[config.mk]
export PLATFORM = sky130hd
export DESIGN_NAME = adding_machine_controller_flat
export DESIGN_NICKNAME = d
export VERILOG_FILES = /design/src/rtl/adding_machine_pkg.sv /design/src/rtl/adding_machine_controller_if.sv /design/src/rtl/adding_machine_controller.sv /design/src/flat_wrapper.sv
export SDC_FILE = /design/constraint.sdc
export NUM_CORES = 1
export LEC_CHECK = 0
export CAP_MARGIN = 5
export CORE_MARGIN = 2
export CORE_UTILIZATION = 45
export DETAILED_ROUTE_END_ITERATION = 8
export GPL_TIMING_DRIVEN = 0
export PLACE_DENSITY = 0.85
export SLEW_MARGIN = 20
export SYNTH_ARGS = -nofsm -noshare
export SYNTH_HDL_FRONTEND = slang
export SYNTH_SLANG_ARGS = --single-unit
[constraint.sdc]
create_clock -name clock -period 2.6 [get_ports clock]
set_clock_uncertainty 0.1 [all_clocks]
set_input_delay 0.52 -clock clock [delete_from_list [all_inputs] [get_ports clock]]
set_output_delay 0.52 -clock clock [all_outputs]
set_load 0.02 [all_outputs]
[src/rtl/adding_machine_pkg.sv]
// Shared constants and state type for the adding-machine controller.
// Opcodes, the reserved HLT encoding, and the FSM state enum.
package adding_machine_pkg;

    localparam logic [1:0] OP_LDA    = 2'b00;
    localparam logic [1:0] OP_STA    = 2'b01;
    localparam logic [1:0] OP_ADDI   = 2'b10;
    localparam logic [1:0] OP_JMP    = 2'b11;
    localparam logic [7:0] INSTR_HLT = 8'hFF;

    typedef enum logic [2:0] {
        S_IDLE,
        S_FETCH,
        S_DECODE,
        S_EX_RD,
        S_EX_WR,
        S_EX_ADD,
        S_EX_JMP,
        S_HALT
    } ctrl_state_t;

endpackage

[src/rtl/adding_machine_controller_if.sv]
// Memory handshake bundle between the controller and program/data memory.
// master: drives mem_rd/mem_wr, samples mem_ready. slave: the memory side.
interface adding_machine_controller_if;

    logic mem_rd;
    logic mem_wr;
    logic mem_ready;

    modport master (
        output mem_rd,
        output mem_wr,
        input  mem_ready
    );

    modport slave (
        input  mem_rd,
        input  mem_wr,
        output mem_ready
    );

endinterface

[src/rtl/adding_machine_controller.sv]
// Fetch/decode/execute sequencer for the adding-machine datapath.
// Ports: clock, reset, start, ir[7:0], mem (handshake), datapath strobes,
// busy, halted, instr_count[7:0].
module adding_machine_controller
    import adding_machine_pkg::*;
(
    input  logic       clock,
    input  logic       reset,
    input  logic       start,
    input  logic [7:0] ir,
    adding_machine_controller_if.master mem,
    output logic       load_IR,
    output logic       load_acc,
    output logic       sel_bus,
    output logic       sel_alu,
    output logic       pass_add,
    output logic       div_pass,
    output logic       ld_pc,
    output logic       clr_pc,
    output logic       inc_pc,
    output logic       ir_on_adr,
    output logic       pc_on_adr,
    output logic       busy,
    output logic       halted,
    output logic [7:0] instr_count
);

    ctrl_state_t state_q;
    ctrl_state_t state_d;
    logic [7:0]  cnt_q;
    logic        retire;
    logic        cnt_clr;
    logic        rd;
    logic        wr;

    always_ff @(posedge clock) begin
        if (reset) begin
            state_q <= S_IDLE;
            cnt_q   <= 8'd0;
        end else begin
            state_q <= state_d;
            if (cnt_clr) begin
                cnt_q <= 8'd0;
            end else if (retire) begin
                cnt_q <= cnt_q + 8'd1;
            end
        end
    end

    always_comb begin
        state_d   = state_q;
        retire    = 1'b0;
        cnt_clr   = 1'b0;
        rd        = 1'b0;
        wr        = 1'b0;
        load_IR   = 1'b0;
        load_acc  = 1'b0;
        sel_bus   = 1'b0;
        sel_alu   = 1'b0;
        pass_add  = 1'b0;
        div_pass  = 1'b0;
        ld_pc     = 1'b0;
        clr_pc    = 1'b0;
        inc_pc    = 1'b0;
        ir_on_adr = 1'b0;
        pc_on_adr = 1'b0;
        busy      = 1'b0;
        halted    = 1'b0;

        unique case (state_q)
            S_IDLE: begin
                if (start) begin
                    clr_pc  = 1'b1;
                    cnt_clr = 1'b1;
                    state_d = S_FETCH;
                end
            end
            S_FETCH: begin
                busy      = 1'b1;
                pc_on_adr = 1'b1;
                rd        = 1'b1;
                sel_bus   = 1'b1;
                if (mem.mem_ready) begin
                    load_IR = 1'b1;
                    inc_pc  = 1'b1;
                    state_d = S_DECODE;
                end
            end
            S_DECODE: begin
                busy = 1'b1;
                // The reserved JMP 63 encoding must win over the JMP opcode.
                if (ir == INSTR_HLT) begin
                    state_d = S_HALT;
                end else begin
                    unique case (ir[7:6])
                        OP_LDA:  state_d = S_EX_RD;
                        OP_STA:  state_d = S_EX_WR;
                        OP_ADDI: state_d = S_EX_ADD;
                        OP_JMP:  state_d = S_EX_JMP;
                        default: state_d = S_HALT;
                    endcase
                end
            end
            S_EX_RD: begin
                busy      = 1'b1;
                ir_on_adr = 1'b1;
                rd        = 1'b1;
                sel_bus   = 1'b1;
                if (mem.mem_ready) begin
                    load_acc = 1'b1;
                    retire   = 1'b1;
                    state_d  = S_FETCH;
                end
            end
            S_EX_WR: begin
                busy      = 1'b1;
                ir_on_adr = 1'b1;
                wr        = 1'b1;
                sel_alu   = 1'b1;
                div_pass  = 1'b1;
                if (mem.mem_ready) begin
                    retire  = 1'b1;
                    state_d = S_FETCH;
                end
            end
            S_EX_ADD: begin
                busy     = 1'b1;
                sel_alu  = 1'b1;
                pass_add = 1'b1;
                load_acc = 1'b1;
                retire   = 1'b1;
                state_d  = S_FETCH;
            end
            S_EX_JMP: begin
                busy    = 1'b1;
                ld_pc   = 1'b1;
                retire  = 1'b1;
                state_d = S_FETCH;
            end
            S_HALT: begin
                halted = 1'b1;
            end
            default: begin
                state_d = S_IDLE;
            end
        endcase

        // Reset silences every output in the same cycle, so an in-flight
        // request is dropped rather than completed on the reset edge.
        if (reset) begin
            rd        = 1'b0;
            wr        = 1'b0;
            load_IR   = 1'b0;
            load_acc  = 1'b0;
            sel_bus   = 1'b0;
            sel_alu   = 1'b0;
            pass_add  = 1'b0;
            div_pass  = 1'b0;
            ld_pc     = 1'b0;
            clr_pc    = 1'b0;
            inc_pc    = 1'b0;
            ir_on_adr = 1'b0;
            pc_on_adr = 1'b0;
            busy      = 1'b0;
            halted    = 1'b0;
        end
    end

    assign mem.mem_rd  = rd;
    assign mem.mem_wr  = wr;
    assign instr_count = reset ? 8'd0 : cnt_q;

endmodule
[src/flat_wrapper.sv]
// flat-port wrapper written by rule: the top's interface ports become plain ports
module adding_machine_controller_flat import adding_machine_pkg::*;
  (clock, reset, start, ir, load_IR, load_acc, sel_bus, sel_alu, pass_add, div_pass, ld_pc, clr_pc, inc_pc, ir_on_adr, pc_on_adr, busy, halted, instr_count, mem_mem_rd, mem_mem_wr, mem_mem_ready);
  adding_machine_controller_if mem_i ();
  input  logic clock;
  input  logic reset;
  input  logic start;
  input  logic [7:0] ir;
  output logic load_IR;
  output logic load_acc;
  output logic sel_bus;
  output logic sel_alu;
  output logic pass_add;
  output logic div_pass;
  output logic ld_pc;
  output logic clr_pc;
  output logic inc_pc;
  output logic ir_on_adr;
  output logic pc_on_adr;
  output logic busy;
  output logic halted;
  output logic [7:0] instr_count;
  output wire logic [$bits(mem_i.mem_rd)-1:0] mem_mem_rd;
  output wire logic [$bits(mem_i.mem_wr)-1:0] mem_mem_wr;
  input wire logic [$bits(mem_i.mem_ready)-1:0] mem_mem_ready;
  assign mem_mem_rd = mem_i.mem_rd;
  assign mem_mem_wr = mem_i.mem_wr;
  assign mem_i.mem_ready = mem_mem_ready;
  adding_machine_controller u_core (.clock(clock), .reset(reset), .start(start), .ir(ir), .mem(mem_i), .load_IR(load_IR), .load_acc(load_acc), .sel_bus(sel_bus), .sel_alu(sel_alu), .pass_add(pass_add), .div_pass(div_pass), .ld_pc(ld_pc), .clr_pc(clr_pc), .inc_pc(inc_pc), .ir_on_adr(ir_on_adr), .pc_on_adr(pc_on_adr), .busy(busy), .halted(halted), .instr_count(instr_count));
endmodule
==> results of run 1 <==
-- cells by family after synthesis --
family	after synthesis
buf+inv	15
fa+ha+maj	4
flops	11
simple gates	59
xor+xnor	1
mux	2
compound gates	22
-- how the worst max path moves through the flow --
stage,depth (start not counted),to,slack [ns]
after global placement,5,load_IR,-0.20
after floorplan,4,load_IR,0.26
after global routing,5,busy,0.0004
after CTS,5,mem_mem_wr,0.02
after detailed placement,5,load_IR,-0.22
final,5,busy,0.11
-- final cells by class --
type | count | area [µm²] | area share [%]
multi-input combinational | 88 | 553.0 | 44.33
timing repair buffer | 33 | 326.6 | 26.18
sequential | 11 | 221.5 | 17.75
buffer | 12 | 77.57 | 6.219
tap | 25 | 31.28 | 2.508
clock buffer | 4 | 26.28 | 2.106
inverter | 3 | 11.26 | 0.9027
-- layout by cell type, fill, tap and decap left out, types with 2 or more instances in the layout --
cell type,Yosys,layout
sky130_fd_sc_hd__a21oi_1,12,12
sky130_fd_sc_hd__and2_1,2,2
sky130_fd_sc_hd__buf_2,2,2
sky130_fd_sc_hd__buf_4,3,5
sky130_fd_sc_hd__clkbuf_1,5,2
sky130_fd_sc_hd__clkbuf_2,0,3
sky130_fd_sc_hd__clkbuf_4,0,4
sky130_fd_sc_hd__clkdlybuf4s50_1,0,28
sky130_fd_sc_hd__dfxtp_1,11,10
sky130_fd_sc_hd__dlygate4sd2_1,0,3
sky130_fd_sc_hd__ha_1,4,4
sky130_fd_sc_hd__inv_1,3,3
sky130_fd_sc_hd__mux2i_1,2,2
sky130_fd_sc_hd__nand2_1,4,4
sky130_fd_sc_hd__nand2b_1,4,4
sky130_fd_sc_hd__nand3_1,4,4
sky130_fd_sc_hd__nand3b_1,3,3
sky130_fd_sc_hd__nand4_1,2,2
sky130_fd_sc_hd__nor2_1,11,11
sky130_fd_sc_hd__nor2b_1,9,9
sky130_fd_sc_hd__nor3_1,6,6
sky130_fd_sc_hd__o21ai_0,2,2
sky130_fd_sc_hd__o21ai_1,3,3
sky130_fd_sc_hd__o31ai_1,2,2
sky130_fd_sc_hd__or3_1,4,4
sky130_fd_sc_hd__or4_1,2,2
-- registers in the layout (all words and copies together) (netlist names) --
signal,cells
u_core.cnt_q,8
u_core.state_q,3
-- stage by stage --
| stage | setup slack [ns] | hold WS (ns) | util (%) | area, µm² |
|---|---|---|---|---|
| floorplan | 0.2559 | 0.3473 | - | 850.8 |
| global placement | -0.2027 | 0.3600 | 69.46 | 1212 |
| detailed placement | -0.2249 | 0.3711 | 69.46 | 1212 |
| CTS | 0.01516 | 0.3828 | 71.04 | 1240 |
| global route | 0.0004117 | 0.4216 | 71.47 | 1247 |
| finish | 0.1070 | 0.3868 | 71.47 | 1247 |
-- repair_timing --
item / in CTS / in global routing
pin swaps: 0 / 0
gates resized for setup: 9 / 6
endpoints found under the hold margin: 0 / 0
setup endpoints to repair: 12 / 4
-- metal layers --
| layer | GRT usage [%] | part of all wire, % | up-vias |
|---|---|---|---|
| li1 | - | - | 475 |
| met1 | 22.53 | 41 | 440 |
| met2 | 38.11 | 51 | 37 |
| met3 | 2.642 | 7.2 | 2 |
| met4 | 6.667 | 0.28 | 0 |
| met5 | 0 | 0 | - |
-- worst max-delay path, stage by stage, from the launching register on --
cell                              delay [ns]
sky130_fd_sc_hd__dfxtp_1                0.33
sky130_fd_sc_hd__buf_6                  0.13
sky130_fd_sc_hd__clkbuf_2               0.22
sky130_fd_sc_hd__nor3_1                 0.09
sky130_fd_sc_hd__a211oi_1               0.20
sky130_fd_sc_hd__clkdlybuf4s50_1        0.63
-- power by group through the flow --
| stage | clock network, µW | logic (µW) | registers (µW) |
|---|---|---|---|
| 6_report | 117 | 122 | 177 |
| 5_1_grt | 125 | 133 | 178 |
| 4_1_cts | 120 | 121 | 176 |
| 3_5_place_dp | 0 | 121 | 180 |
| 3_3_place_gp | 0 | 117 | 180 |
| 2_1_floorplan | 0 | 72.7 | 180 |
==> report_table.html, run 1 <==
<table>
<tr><th>Metric</th><th>Value</th></tr>
<tr><th colspan="2">Worst hold path</th></tr>
<tr><td>Worst min-delay path class</td><td>register to register</td></tr>
<tr><td>Launch point of the worst hold path</td><td>u_core.cnt_q[7]</td></tr>
<tr><td>Hold Path End</td><td>u_core.cnt_q[7]</td></tr>
<tr><td>Hold depth</td><td>2</td></tr>
<tr><th colspan="2">Clocking</th></tr>
<tr><td>Max Root-Sink Buffers</td><td>2</td></tr>
<tr><td>Number of buffers inserted to repair setup after CTS</td><td>0</td></tr>
<tr><td>Depth of the CTS H-tree</td><td>1</td></tr>
<tr><td>Clock Pin Slew Worst Setup and Hold Paths</td><td>0.07 ns</td></tr>
<tr><td>Root Buffer Master</td><td>sky130_fd_sc_hd__clkbuf_4</td></tr>
<tr><td>Total clock buffers created by CTS</td><td>3</td></tr>
<tr><td>Total number of clock tree sinks</td><td>11</td></tr>
<tr><td>CTS tree</td><td>yes</td></tr>
<tr><td>Hold buffers post-CTS</td><td>0</td></tr>
<tr><td>Skew-Pair Late Insertion Delay</td><td>0.27 ns</td></tr>
<tr><th colspan="2">Critical path</th></tr>
<tr><td>Worst Reg-to-Reg Cells</td><td>6</td></tr>
<tr><td>Crit path max fanout</td><td>10</td></tr>
<tr><td>Critical path required time</td><td>1.98 ns</td></tr>
<tr><td>Startpoint of the worst register-to-register path</td><td>u_core.state_q[1]</td></tr>
<tr><td>Worst R2R Setup Slack</td><td>0.95 ns</td></tr>
<tr><td>Critical path origin</td><td>u_core.state_q[2]</td></tr>
<tr><td>Crit path kind</td><td>register to output pin</td></tr>
<tr><td>Endpoint type of the worst setup path</td><td>output pin</td></tr>
<tr><td>FF-to-FF End</td><td>u_core.cnt_q[6]</td></tr>
<tr><td>Critical path launch point type</td><td>register</td></tr>
<tr><td>Data arrival time at the worst-slack endpoint</td><td>1.87 ns</td></tr>
<tr><th colspan="2">Synth</th></tr>
<tr><td>Post-Synth Adder-Cell Area</td><td>5.882%</td></tr>
<tr><td>Fraction of post-synthesis cell area in the top cell type by area</td><td>25.88%</td></tr>
<tr><td>FFs w/ async S/R, synth</td><td>0%</td></tr>
<tr><td>Cell count after synthesis</td><td>114</td></tr>
<tr><td>Count of state elements after synthesis</td><td>11</td></tr>
<tr><td>Portion of netlist area occupied by mux cells</td><td>2.353%</td></tr>
<tr><td>Commonest register cell after synthesis</td><td>sky130_fd_sc_hd__dfxtp_1</td></tr>
<tr><td>Sequential share of the synthesized area</td><td>25.88%</td></tr>
<tr><td>Most frequent cells after synthesis</td><td>sky130_fd_sc_hd__a21oi_1, sky130_fd_sc_hd__dfxtp_1, sky130_fd_sc_hd__nor2_1</td></tr>
<tr><td>XOR/XNOR Fraction of Synth Area</td><td>1.029%</td></tr>
<tr><td>Top area cells in the synthesized netlist</td><td>sky130_fd_sc_hd__dfxtp_1, sky130_fd_sc_hd__a21oi_1, sky130_fd_sc_hd__nor2b_1, sky130_fd_sc_hd__ha_1, sky130_fd_sc_hd__nor2_1</td></tr>
<tr><td>Cell area after technology mapping</td><td>850.8 µm²</td></tr>
<tr><td>Dominant combinational cell family by area after synthesis</td><td>simple AND/OR/NAND/NOR gates</td></tr>
<tr><td>Count of different cell masters after synthesis</td><td>36</td></tr>
<tr><td>Area fraction in compound gates after synthesis</td><td>14.85%</td></tr>
<tr><td>Total of warnings raised by yosys</td><td>0</td></tr>
<tr><td>Post-Synthesis Net Count</td><td>130</td></tr>
<tr><td>Dominant cell type by area after synthesis</td><td>sky130_fd_sc_hd__dfxtp_1</td></tr>
<tr><td>Number of enable flip-flop cells after synthesis</td><td>0</td></tr>
<tr><td>Library cell with the highest instance count after synthesis</td><td>sky130_fd_sc_hd__a21oi_1</td></tr>
<tr><td>Synthesized-area fraction occupied by and/or/nand/nor cells</td><td>40.88%</td></tr>
<tr><td>Synthesized area per cell</td><td>7.463 µm²</td></tr>
<tr><th colspan="2">Placement</th></tr>
<tr><td>Count of buffers from port buffering</td><td>33</td></tr>
<tr><td>Number of placed cells counting well taps</td><td>172</td></tr>
<tr><td>DP Wirelength</td><td>1640 µm</td></tr>
<tr><td>Placer Congestion</td><td>0.9080</td></tr>
<tr><th colspan="2">Power</th></tr>
<tr><td>Proportion of power drawn by flip-flops and latches</td><td>42.6%</td></tr>
<tr><td>Switching pwr</td><td>124.5 µW</td></tr>
<tr><td>Areal power density over the cells</td><td>333.5 mW/mm²</td></tr>
<tr><td>Part of the power in combinational logic</td><td>29.2%</td></tr>
<tr><td>Cell internal pwr</td><td>291.6 µW</td></tr>
<tr><td>Worst VDD drop</td><td>323.1 µV</td></tr>
<tr><td>Net Sw Frac</td><td>29.92%</td></tr>
<tr><td>Clock share of power</td><td>28.2%</td></tr>
<tr><td>Leak</td><td>0.0004754 µW</td></tr>
<tr><td>Power, Total</td><td>416.0 µW</td></tr>
<tr><th colspan="2">Floorplanning</th></tr>
<tr><td>DIE WIDTH</td><td>47.48 µm</td></tr>
<tr><td>Core Rows</td><td>15</td></tr>
<tr><td>Area inside the core boundary</td><td>0.001745 mm²</td></tr>
<tr><td>Die height</td><td>47.48 µm</td></tr>
<tr><td>Number of ports placed on the die boundary</td><td>35</td></tr>
<tr><td>Initial standard-cell utilization of the core</td><td>48.75%</td></tr>
<tr><td>Total die area</td><td>0.002254 mm²</td></tr>
<tr><th colspan="2">Timing</th></tr>
<tr><td>Max Clk Rate</td><td>401.1 MHz</td></tr>
<tr><td>Setup TNS</td><td>0 ns</td></tr>
<tr><td>Final worst path period share</td><td>95.89%</td></tr>
<tr><td>Slew at the pin closest to its max-slew limit</td><td>0.3569 ns</td></tr>
<tr><td>Number of failing setup endpoints in the final timing report</td><td>0</td></tr>
<tr><td>Final number of hold-violating endpoints</td><td>0</td></tr>
<tr><td>Relative max-transition margin</td><td>76.21%</td></tr>
<tr><td>Unrepaired setup endpoints after global routing</td><td>false</td></tr>
<tr><td>Time the worst path needs with I/O delays and setup</td><td>2.493 ns</td></tr>
<tr><td>Count of final max-slew check failures</td><td>0</td></tr>
<tr><th colspan="2">Detailed routing</th></tr>
<tr><td>Vias</td><td>954</td></tr>
<tr><td>Residual DRC</td><td>0</td></tr>
<tr><td>First-pass DRT Iterations</td><td>4</td></tr>
<tr><td>Vias per cell</td><td>5.420</td></tr>
<tr><td>Antenna violation net count after detailed routing</td><td>0</td></tr>
<tr><td>Final routed wirelength across all metal layers</td><td>2132 µm</td></tr>
<tr><td>Initial drt markers</td><td>14</td></tr>
<tr><td>Average routed wire per standard cell</td><td>12.11 µm</td></tr>
<tr><th colspan="2">Finish</th></tr>
<tr><td>Final #Nets</td><td>168</td></tr>
<tr><td>Proportion of layout cells with a drive suffix above 1</td><td>11.92%</td></tr>
<tr><td>Layout-stage area growth over the synthesis result</td><td>46.62%</td></tr>
<tr><td>Non-filler instance count after layout</td><td>176</td></tr>
<tr><td>Number of antenna repair diodes</td><td>0</td></tr>
<tr><td>Count of fill cells added during filler insertion</td><td>163</td></tr>
<tr><th colspan="2">Outcome</th></tr>
<tr><td>Outcome</td><td>completed</td></tr>
<tr><th colspan="2">Global route</th></tr>
<tr><td>Total GRT Usage</td><td>20.00%</td></tr>
<tr><td>Maximum number of pins on one net before global-route repair</td><td>11</td></tr>
<tr><td>First-pass GRT wire length</td><td>3236 µm</td></tr>
<tr><td>Initial antenna violation count</td><td>0</td></tr>
<tr><td>Via count of the first global-routing pass</td><td>771</td></tr>
<tr><td>Remaining global-route overflow</td><td>0</td></tr>
<tr><th colspan="2">Job</th></tr>
<tr><td>Max-Cap Viols</td><td>0</td></tr>
</table>
(Power assumes the default switching activity.)
==> run 2: changes to the inputs <==
- SLEW_MARGIN: 20 -> not set
==> results of run 2 <==
The final DEF is identical to that of run 1; final timing and power are the same.
